<file path="config.mk">
export PLATFORM = sky130hd
export DESIGN_NAME = reg_file_mp
export DESIGN_NICKNAME = d
export VERILOG_FILES = /design/src/rtl/reg_file_pkg.sv /design/src/rtl/reg_file_mp_rd.sv /design/src/rtl/reg_file_mp.sv
export SDC_FILE = /design/constraint.sdc
export NUM_CORES = 1
export LEC_CHECK = 0
export BUFFER_PORTS_ARGS = -buffer_cell sky130_fd_sc_hd__buf_2
export CORE_ASPECT_RATIO = 1.75
export CORE_MARGIN = 2
export CORE_UTILIZATION = 42
export DETAILED_ROUTE_END_ITERATION = 8
export SLEW_MARGIN = 20
export SYNTH_ARGS = -nofsm -noshare
export SYNTH_HDL_FRONTEND = slang
export SYNTH_SLANG_ARGS = --single-unit
</file>
<file path="constraint.sdc">
create_clock -name clk -period 3.59 [get_ports clk]
set_input_delay 0.359 -clock clk [delete_from_list [all_inputs] [get_ports clk]]
set_output_delay 0.359 -clock clk [all_outputs]
set_load 0.1 [all_outputs]
</file>
<file path="src/rtl/reg_file_pkg.sv">
// Shared types and default sizing for the multi-port register file.
package reg_file_pkg;

    typedef enum logic {
        CLEAR,
        RUN
    } rf_state_e;

    localparam int RF_WIDTH = 32;
    localparam int RF_DEPTH = 32;

endpackage

</file>
<file path="src/rtl/reg_file_mp_rd.sv">
// One synchronous read port: range/zero-entry masking, optional write bypass,
// and an output register that holds its value when the port is not enabled.
module rf_read_port
    import reg_file_pkg::*;
#(
    parameter int WIDTH_P    = RF_WIDTH,
    parameter int DEPTH_P    = RF_DEPTH,
    parameter int ZERO_REG_P = 1,
    parameter int BYPASS_P   = 1,
    localparam int AW        = $clog2(DEPTH_P)
)(
    input  logic               clk,
    input  logic               reset,
    input  logic               en,
    input  logic [AW-1:0]      raddr,
    input  logic [WIDTH_P-1:0] mem_rdata,
    input  logic               wr_fire,
    input  logic [AW-1:0]      waddr,
    input  logic [WIDTH_P-1:0] wdata,
    output logic [WIDTH_P-1:0] rdata
);

    logic               in_range;
    logic               is_zero;
    logic               hit;
    logic [WIDTH_P-1:0] rd_next;

    // A full power-of-two depth makes every address legal.
    generate
        if ((1 << AW) == DEPTH_P) begin : g_full
            assign in_range = 1'b1;
        end else begin : g_part
            assign in_range = {1'b0, raddr} < (AW+1)'(DEPTH_P);
        end
    endgenerate

    assign is_zero = (ZERO_REG_P != 0) && (raddr == '0);
    assign hit     = (BYPASS_P != 0) && wr_fire && (waddr == raddr);

    always_comb begin
        rd_next = mem_rdata;
        if (!in_range || is_zero) begin
            rd_next = '0;
        end else if (hit) begin
            rd_next = wdata;
        end
    end

    always_ff @(posedge clk) begin
        if (reset) begin
            rdata <= '0;
        end else if (en) begin
            rdata <= rd_next;
        end
    end

endmodule

</file>
<file path="src/rtl/reg_file_mp.sv">
// Parametrised multi-read-port register file with a post-reset clearing
// sequencer; ready stays low until every entry has been zeroed.
module reg_file_mp
    import reg_file_pkg::*;
#(
    parameter int WIDTH_P    = RF_WIDTH,
    parameter int DEPTH_P    = RF_DEPTH,
    parameter int NUM_READ_P = 2,
    parameter int ZERO_REG_P = 1,
    parameter int BYPASS_P   = 1,
    localparam int AW        = $clog2(DEPTH_P)
)(
    input  logic                                clk,
    input  logic                                reset,
    input  logic                                rv,
    input  logic [NUM_READ_P-1:0][AW-1:0]       raddr,
    output logic [NUM_READ_P-1:0][WIDTH_P-1:0]  rdata,
    input  logic                                wv,
    input  logic [AW-1:0]                       waddr,
    input  logic [WIDTH_P-1:0]                  wdata,
    output logic                                ready
);

    localparam logic [AW-1:0] LAST_PTR = AW'(DEPTH_P - 1);

    rf_state_e          state_q, state_d;
    logic [AW-1:0]      clr_ptr_q, clr_ptr_d;
    logic               run;
    logic               wr_in_range;
    logic               wr_fire;
    logic               mem_we;
    logic [AW-1:0]      mem_waddr;
    logic [WIDTH_P-1:0] mem_wdata;
    logic [WIDTH_P-1:0] mem [DEPTH_P];

    always_ff @(posedge clk) begin
        if (reset) begin
            state_q   <= CLEAR;
            clr_ptr_q <= '0;
        end else begin
            state_q   <= state_d;
            clr_ptr_q <= clr_ptr_d;
        end
    end

    // The clear walk zeroes one entry per cycle and hands over after the last one.
    always_comb begin
        state_d   = state_q;
        clr_ptr_d = clr_ptr_q;
        case (state_q)
            CLEAR: begin
                clr_ptr_d = clr_ptr_q + AW'(1);
                if (clr_ptr_q == LAST_PTR) begin
                    state_d   = RUN;
                    clr_ptr_d = '0;
                end
            end
            RUN: begin
                state_d = RUN;
            end
            default: begin
                state_d   = CLEAR;
                clr_ptr_d = '0;
            end
        endcase
    end

    assign run   = (state_q == RUN);
    assign ready = run;

    generate
        if ((1 << AW) == DEPTH_P) begin : g_wfull
            assign wr_in_range = 1'b1;
        end else begin : g_wpart
            assign wr_in_range = {1'b0, waddr} < (AW+1)'(DEPTH_P);
        end
    endgenerate

    assign wr_fire = run && wv && wr_in_range && !((ZERO_REG_P != 0) && (waddr == '0));

    assign mem_we    = (!run && !reset) || wr_fire;
    assign mem_waddr = run ? waddr : clr_ptr_q;
    assign mem_wdata = run ? wdata : '0;

    // Storage has no reset of its own so it can map onto a RAM-style array.
    always_ff @(posedge clk) begin
        if (mem_we) begin
            mem[mem_waddr] <= mem_wdata;
        end
    end

    generate
        for (genvar i = 0; i < NUM_READ_P; i++) begin : g_rd
            rf_read_port #(
                .WIDTH_P    (WIDTH_P),
                .DEPTH_P    (DEPTH_P),
                .ZERO_REG_P (ZERO_REG_P),
                .BYPASS_P   (BYPASS_P)
            ) u_port (
                .clk       (clk),
                .reset     (reset),
                .en        (run && rv),
                .raddr     (raddr[i]),
                .mem_rdata (mem[raddr[i]]),
                .wr_fire   (wr_fire),
                .waddr     (waddr),
                .wdata     (wdata),
                .rdata     (rdata[i])
            );
        end
    endgenerate

endmodule

</file>
==> results of run 1 <==
[flip-flops by register name, indices dropped and copies added, names as in the netlist]
signal,count
g_rd.u_port.rdata,64
mem,1024
ready,1
clr_ptr_q,5
[routing by layer]
metal	vias to the layer above	track usage	routed length, um
met5	-	0	33
met4	6	0.155	10400
met3	440	0.0509	14800
met2	1821	0.458	81700
met1	15600	0.343	57000
li1	11300	-	-
[layout by cell type, fill, tap and decap left out, types with 8 or more instances in the layout]
| master | synthesis | routed |
|---|---|---|
| clkinv_1 | 1 | 18 |
| a222oi_1 | 32 | 32 |
| a22oi_1 | 110 | 110 |
| a22o_1 | 39 | 39 |
| bufinv_16 | 0 | 8 |
| inv_1 | 33 | 33 |
| dfxtp_1 | 70 | 69 |
| nor2_4 | 0 | 33 |
| o31ai_1 | 8 | 8 |
| nor4_1 | 32 | 30 |
| buf_12 | 0 | 45 |
| clkbuf_16 | 0 | 101 |
| a211o_1 | 26 | 26 |
| dlygate4sd3_1 | 0 | 33 |
| mux2i_1 | 28 | 28 |
| mux4_2 | 500 | 500 |
| buf_4 | 7 | 125 |
| nor2_1 | 44 | 11 |
| clkinv_2 | 0 | 13 |
| nor3_1 | 8 | 8 |
| mux2_2 | 8 | 8 |
| clkbuf_1 | 93 | 30 |
| and2_2 | 0 | 14 |
| o22ai_1 | 134 | 134 |
| edfxtp_1 | 1024 | 1024 |
| buf_2 | 76 | 111 |
| a21oi_1 | 30 | 29 |
| and2_1 | 33 | 18 |
| nand2_1 | 42 | 42 |
[power by group]
group          switching (mW)  internal [mW]
combinational            1.09          0.836
clock                    4.81           5.88
sequential             0.0351           13.8
total                    5.94           20.5
[worst paths after layout]
path	endpoint	slack, ps	depth (start not counted)	from
hold reg to reg	g_rd[0].u_port.rdata[0]	500	2	g_rd[0].u_port.rdata[0]
setup reg to reg	mem[12][7]	470	6	ready
hold / removal	g_rd[1].u_port.rdata[20]	260	3	raddr[9]
setup / recovery	mem[12][7]	470	6	ready
[cells by family after synthesis]
| logic type | after synthesis | synth area share |
|---|---|---|
| compound gates | 405 | 0.0611 |
| flops | 1094 | 0.657 |
| fa+ha+maj | 2 | 0.000512 |
| buf+inv | 240 | 0.0220 |
| simple gates | 182 | 0.0194 |
| xor+xnor | 10 | 0.00179 |
| mux | 536 | 0.238 |
[synth_stat cells (23+ instances only)]
| master | n | area share |
|---|---|---|
| mux4_2 | 500 | 0.23 |
| o22ai_1 | 134 | 0.017 |
| a21oi_1 | 30 | 0.0031 |
| clkbuf_1 | 93 | 0.0071 |
| dfxtp_1 | 70 | 0.029 |
| mux2i_1 | 28 | 0.0057 |
| edfxtp_1 | 1024 | 0.63 |
| a22oi_1 | 110 | 0.017 |
| inv_1 | 33 | 0.0025 |
| nor4_1 | 32 | 0.0041 |
| a211o_1 | 26 | 0.0047 |
| nand2_1 | 42 | 0.0032 |
| a222oi_1 | 32 | 0.0065 |
| nor2_1 | 44 | 0.0034 |
| buf_1 | 23 | 0.0018 |
| a22o_1 | 39 | 0.0070 |
| and2_1 | 33 | 0.0042 |
| buf_2 | 76 | 0.0078 |
[cell type report]
type	instances	area [um2]
fillers	9467	59400
multi-input cells	1135	16000
well taps	1503	1880
repair buffers	320	2820
clock inverters	45	457
clock buffers	137	2720
diodes	1	2.50
inverters	34	128
flip-flops and latches	1094	32200
[worst max-delay path, stage by stage (launching register included)]
cell and delay, ps:
dfxtp_2 700, o211ai_4 220, o32ai_1 390, nand2_1 130, buf_4 240, nor2_4 750, buf_4 360
[metrics by stage]
stage | std cells | utilization | setup TNS (ps) | hold WS [ps] | power (mW)
final | 4269 | 0.486 | 0 | 256 | 26.5
after global routing | 4269 | 0.486 | 0 | 283 | 27.1
after CTS | 4267 | 0.486 | 0 | 233 | 26.6
after detailed placement | 4052 | 0.455 | 0 | 478 | 16.0
after global placement | 4051 | 0.455 | 0 | 479 | 16.0
after floorplan | 2469 | - | -310540 | 481 | 15.2
[what timing repair did]
item	4_1_cts	5_1_grt
hold buffers	33	0
hold endpoints to repair	54	0
buffers inserted	0	0
==> reports/results.ini, run 1 <==
[drt]
antenna_left = 0
via_per_inst = 6.82
routedWlPerCell_um = 38.4
wirelength_um = 164000
dr_total_vias = 29100
drt_iter0_markers = 3773
drc = 0
drt_pass1_iterations = 8

[global_route]
overflow = 0
grt_first_pass_wirelength_um = 230000
grt_use_total = 0.277
grt_pass1_vias = 30500
grt_max_degree = 65
antenna_found_initial = 6

[floorplanning]
chipWidth_um = 262
die_area_um2 = 119000
start_util = 0.423
io_pins = 116
placementRows = 165
core_um2 = 116000
dieHeight_um = 455

[run]
drv_cap = 0

[finish]
finalInstanceArea_um2 = 56200
layout-drive-gt1-share = 0.360
nNetsFinal = 2737
syn2layout_area_growth_pct = 14.9

[clock_tree]
tritoncts = done
clkLatencyLatePin_ps = 730
cts_resized = 0
clockBufferDepth = 3
cts_max_level = 3
cts-buffers-inserted = 99
root_buffer = clkbuf_16
cts.clk_slew.worst_paths_ps = 70
clkSinkCount = 1094

[sta]
relSlewSlack = 0.226
finalCritPeriodShare = 0.869
maxSlewViolCount = 0
rsz0062_at_grt = no
setup_viol = 0
period_needed_ps = 3120
fmax_mhz = 321
hold_viol = 0
worstMarginPinSlew_ps = 1160
fin_skew_ps = 36.8
setup_ws_ps = 472

[synth]
synth.distinct_cells = 50
ys_warn_count = 0
synth-edff-count = 1024
ys.flop_type = edfxtp_1
post_synth.cell_area_avg_um2 = 19.8
syn-num-nets = 2522
synthArstFlopShare = 0
yosysSeqAreaShare = 0.657
syn_area_um2 = 48900
synth_seq_cells = 1094
syn_inst = 2469

[placement]
placed_area_um2 = 52600
dpl.hpwl_um = 103000
port_buffers = 115
place_ws_ps = 489
gp_congestion = 0.862

[status]
status = completed

[setup_path]
arrival_ps = 3510
crit_required_ps = 3990
critPathCaptureType = flip-flop
cp_max_fo = 29
path_class = reg2reg
setup.worst_path.start_class = flip-flop

[power]
p_per_area_nw_per_um2 = 471
vdd_drop_max_v = 0.000372
p_leak_nw = 19.1

[min_path]
hold_path.class = in2reg

Note: power is estimated with default switching activity, not from simulation.
==> inputs of run 2 (changes only) <==
- CELL_PAD_IN_SITES_DETAIL_PLACEMENT: not set -> 1
- CELL_PAD_IN_SITES_GLOBAL_PLACEMENT: not set -> 1
- PLACE_DENSITY_LB_ADDON: not set -> 0.1
- SKIP_LAST_GASP: not set -> 1
- clock period: 3.59 -> 3.6 ns (I/O delays scaled with it)
==> reports/results.ini, run 2 (synthesis results as in run 1) <==
[status]
status = completed

[floorplanning]
die_area_um2 = 119000
core_um2 = 116000
io_pins = 116
chipWidth_um = 262
placementRows = 165
dieHeight_um = 455
start_util = 0.423

[global_route]
use_met3 = 0.0445
grt_max_degree = 76
grtUsageMet1 = 0.369
overflow = 0
antenna_found_initial = 3
grt_use_total = 0.290
grt_first_pass_wirelength_um = 241000
grt_pass1_vias = 31200
met2_usage = 0.502
busiest_layer = met2

[sta]
period_needed_ps = 2910
finalCritPeriodShare = 0.808
maxSlewViolCount = 0
relSlewSlack = 0.285
hold_viol = 0
fmax_mhz = 344
setup_viol = 0
rsz0062_at_grt = no
fin_tns_setup_ps = 0
worstMarginPinSlew_ps = 1070
fin_skew_ps = 33.5
whs_ps = 267

[power]
finalPower_mw = 27.4
p_leak_nw = 19.4
vdd_drop_max_v = 0.000344
p_per_area_nw_per_um2 = 483
power.switching_mw = 6.12
clockPowerShare = 0.429
seqPwrFrac = 0.504
power.internal_mw = 21.3
pwr-share-comb = 0.067
switching_share = 0.223

[run]
drv_cap = 0

[finish]
top_register = mem
fin_util = 0.491
final_cell_mix = edfxtp_1, mux4_2, o22ai_1
largest_register_ffs = 1024
mostFrequentLayoutCell = edfxtp_1
antennaDiodeCount = 0
layout-drive-gt1-share = 0.368
nNetsFinal = 2753
reg.largest.list = mem x1024, g_rd.u_port.rdata x64, clr_ptr_q x5
syn2layout_area_growth_pct = 16.0

[clock_tree]
cts_max_level = 3
clkSinkCount = 1094
clockBufferDepth = 3
cts-buffers-inserted = 103
tritoncts = done
cts_setup_buffers = 0
cts.clk_slew.worst_paths_ps = 60
clkLatencyLatePin_ps = 730
cts_resized = 0
cts_hold_buf = 33
root_buffer = clkbuf_16

[setup_path]
rr_startpoint = ready
crit_required_ps = 3240
worstReg2RegEnd = mem[7][1]
ff2ff_path_depth = 4
arrival_ps = 2550
critPathCaptureType = output port
setup.worst_path.start_class = flip-flop
cp_max_fo = 33
ff2ff_setup_slack_ps = 750
path_class = reg2out

[placement]
gp_congestion = 0.837
dpl.hpwl_um = 106000
port_buffers = 115

[drt]
drt_pass1_iterations = 5
antenna_left = 0
drc = 0
drt_iter0_markers = 3243
wirelength_um = 171000
dr_total_vias = 29000
via_per_inst = 6.75
routedWlPerCell_um = 39.8

[min_path]
min-delay-start = raddr[9]
hold_path.class = in2reg
min_path_cells = 3
hold_end = g_rd[1].u_port.rdata[8]

## run 2: power by group through the flow
stage,Clock [mW],Sequential [mW],Combinational [mW]
floorplan,0,14.1,1.13
global placement,0,14.1,1.78
detailed placement,0,14.1,1.81
CTS,12.0,13.8,1.84
global route,12.4,13.8,1.92
finish,11.8,13.8,1.84
## run 2: area by class of cell
| type | instances | area (um2) |
|---|---|---|
| clock buffers | 131 | 2830 |
| clock inverters | 63 | 771 |
| fillers | 10400 | 58900 |
| inverters | 34 | 128 |
| multi-input cells | 1135 | 16000 |
| flip-flops and latches | 1094 | 32200 |
| well taps | 1503 | 1880 |
| repair buffers | 332 | 2960 |
## run 2: critical path, stage by stage (launching register included)
cell	delay (ps)
dfxtp_2	840
buf_4	480
buf_2	510
## run 2: worst max-delay path by stage
stage	depth (start not counted)	slack (ps)	to	startpoint
floorplan	5	-340	mem[16][0]	ready
global placement	6	770	g_rd[1].u_port.rdata[3]	raddr[5]
detailed placement	8	720	g_rd[0].u_port.rdata[11]	raddr[0]
CTS	2	630	ready	ready
global route	2	620	ready	ready
finish	2	690	ready	ready
## run 2: per-stage QoR
| stage | worst slack [ps] | instance area, um2 | cells |
|---|---|---|---|
| after floorplan | -344 | 48900 | 2469 |
| after global placement | 766 | 52800 | 4063 |
| after detailed placement | 716 | 52800 | 4063 |
| after CTS | 631 | 56700 | 4290 |
| after global routing | 625 | 56700 | 4292 |
| final | 690 | 56700 | 4292 |
## run 2: routing by layer
layer	part of all wire	wire length (um)	vias up
met3	0.067	11400	295
met5	0	0	-
met2	0.52	89300	1380
li1	-	-	11300
met1	0.37	64000	16000
met4	0.035	6000	0
==> inputs of run 3 (changes only) <==
- ABC_AREA: not set -> 1
- clock period: 3.6 -> 2.36 ns (I/O delays scaled with it)
==> reports/results.ini, run 3 <==
[synth]
syn_area_um2 = 58300
yosys-top-cells-area = edfxtp_1, nand2_1, nand3_1
yosys.area.top_type_share = 0.528
yosysSeqAreaShare = 0.552
yosysMostFrequentCell = nand2_1
synth_common_cells = nand2_1, nand3_1, edfxtp_1
post_synth.cell_area_avg_um2 = 8.01
ys.flop_type = edfxtp_1
synth_seq_cells = 1094
synthArstFlopShare = 0
yosysTopAreaCell = edfxtp_1
syn_inst = 7274
synth.distinct_cells = 31
ys_warn_count = 0
syn-num-nets = 7327
synth-edff-count = 1024

[finish]
layout-drive-gt1-share = 0.0992
reg.largest.list = mem x1024, g_rd.u_port.rdata x64, clr_ptr_q x5
final_cell_mix = nand2_1, nand3_1, edfxtp_1
nNetsFinal = 7502
top_register = mem
mostFrequentLayoutCell = nand2_1
largest_register_ffs = 1024
syn2layout_area_growth_pct = 15.9
fin_util = 0.491
stdcell_count = 9362

[placement]
gp_congestion = 0.890
port_buffers = 115
dpl.cell_count = 9148
place_ws_ps = -167
dpl.hpwl_um = 165000

[sta]
worstMarginPinSlew_ps = 1190
whs_ps = 24.7
period_needed_ps = 2300
setup_ws_ps = 57.5
maxSlewViolCount = 0
fin_skew_ps = 28.6
finalCritPeriodShare = 0.976
relSlewSlack = 0.203
hold_viol = 0
rsz0062_at_grt = no
fmax_mhz = 434
setup_viol = 0

[global_route]
grt_max_degree = 99
grt_use_total = 0.362
antenna_found_initial = 7
grt_pass1_vias = 55200
grt_first_pass_wirelength_um = 374000
overflow = 0

[floorplanning]
die_area_um2 = 142000
placementRows = 180
dieHeight_um = 497
io_pins = 116
chipWidth_um = 286
start_util = 0.424
core_um2 = 138000

[setup_path]
ff2ff_setup_slack_ps = 60
cp_top_family = buffers and inverters
crit_chain = nand2_1, o21ai_1, inv_1, nor2_1, nand2_1, buf_4, nor2_4, buf_4
crit_required_ps = 2770
critPathCaptureType = flip-flop
setup.worst_path.start_class = flip-flop
startpoint = ready
path_class = reg2reg
cp_max_fo = 12
rr_startpoint = ready
arrival_ps = 2710
critPathMaxStageDelay_ps = 430
crit_buf_inv = 3
worstReg2RegEnd = mem[22][22]
crit_cells = 8
ff2ff_path_depth = 8
cp_slowest_cell = dfxtp_4

[power]
p_per_area_nw_per_um2 = 645
switching_share = 0.265
pwr-share-comb = 0.111
clockPowerShare = 0.406
vdd_drop_max_v = 0.000629
p_leak_nw = 29.6
seqPwrFrac = 0.483
power.switching_mw = 11.6
power.internal_mw = 32.0

[clock_tree]
cts_setup_buffers = 0
cts_max_level = 3
clkLatencyLatePin_ps = 750
cts-buffers-inserted = 107
tritoncts = done
clkSinkCount = 1094
clockBufferDepth = 3
cts.clk_slew.worst_paths_ps = 70
root_buffer = clkbuf_16

[drt]
routedWlPerCell_um = 27.6
dr_total_vias = 53700
drt_pass1_iterations = 5
via_per_inst = 5.73
wirelength_um = 258000
antenna_left = 0
drt_iter0_markers = 5191
drc = 0

[min_path]
hold_end = g_rd[1].u_port.rdata[26]
hold_path.class = in2reg
min_path_cells = 7
min-delay-start = wdata[26]

[status]
status = completed

[run]
drv_cap = 0

==> run 3: through the flow <==
step                area, um2  TNS, ps  power (mW)
finish                  67600        0        43.6
global route            67600        0        44.6
CTS                     67600        0        43.7
detailed placement      64000     -522        26.2
global placement        64000     -340        26.1
floorplan               58600  -271150        24.0
==> run 3: logic make-up (layout without fill, tap and decap cells) <==
logic type	Yosys count	after routing	synth area share
AO/OA/AOI/OAI	358	358	0.0349
XOR/XNOR	8	8	0.00120
adder cells (fa/ha/maj)	2	2	0.000429
buffers and inverters	1300	1565	0.0968
flip-flops	1094	1094	0.552
other	0	3	0
AND/OR/NAND/NOR	4512	4512	0.315
==> run 3: worst reg2reg max path, cell delays in order, from the launching register on <==
cell	delay, ps
dfxtp_4	430
nand2_1	110
o21ai_1	200
inv_1	140
nor2_1	150
nand2_1	180
buf_4	210
nor2_4	200
buf_4	330
==> run 3: worst max path at each step <==
stage	endpoint	slack, ps
3_5_place_dp	g_rd[1].u_port.rdata[16]	-170
4_1_cts	mem[15][23]	60
3_3_place_gp	g_rd[1].u_port.rdata[17]	-150
5_1_grt	mem[24][22]	4
2_1_floorplan	mem[0][0]	-400
6_report	mem[22][22]	60
==> run 3: layout make-up <==
| cell class | count | area [um2] |
|---|---|---|
| fill | 16400 | 70000 |
| sequential | 1094 | 32200 |
| multi-input combinational | 4880 | 20800 |
| timing repair buffer | 523 | 5630 |
| inverter | 843 | 3200 |
| clock buffer | 138 | 2990 |
| tap | 1820 | 2280 |
| clock inverter | 61 | 484 |
| antenna | 3 | 7.51 |
==> run 3: routing by layer <==
layer | vias to the layer above | routed length (um) | global-route usage
li1 | 23600 | - | -
met1 | 27000 | 98900 | 0.446
met2 | 2364 | 123000 | 0.611
met3 | 696 | 19900 | 0.0564
met4 | 6 | 16200 | 0.196
met5 | - | 41 | 0
==> run 3: power by group through the flow <==
| stage | registers (mW) | logic [mW] | clock network (mW) |
|---|---|---|---|
| 2_1_floorplan | 21.5 | 2.59 | 0 |
| 3_3_place_gp | 21.5 | 4.68 | 0 |
| 3_5_place_dp | 21.5 | 4.73 | 0 |
| 4_1_cts | 21.1 | 4.78 | 17.8 |
| 5_1_grt | 21.1 | 5.15 | 18.4 |
| 6_report | 21.1 | 4.85 | 17.7 |
==> run 3: timing repair <==
item	4_1_cts	5_1_grt
endpoints found under the setup margin	8	105
hold buffers	12	0
endpoints found under the hold margin	15	0
resized for setup	1	1
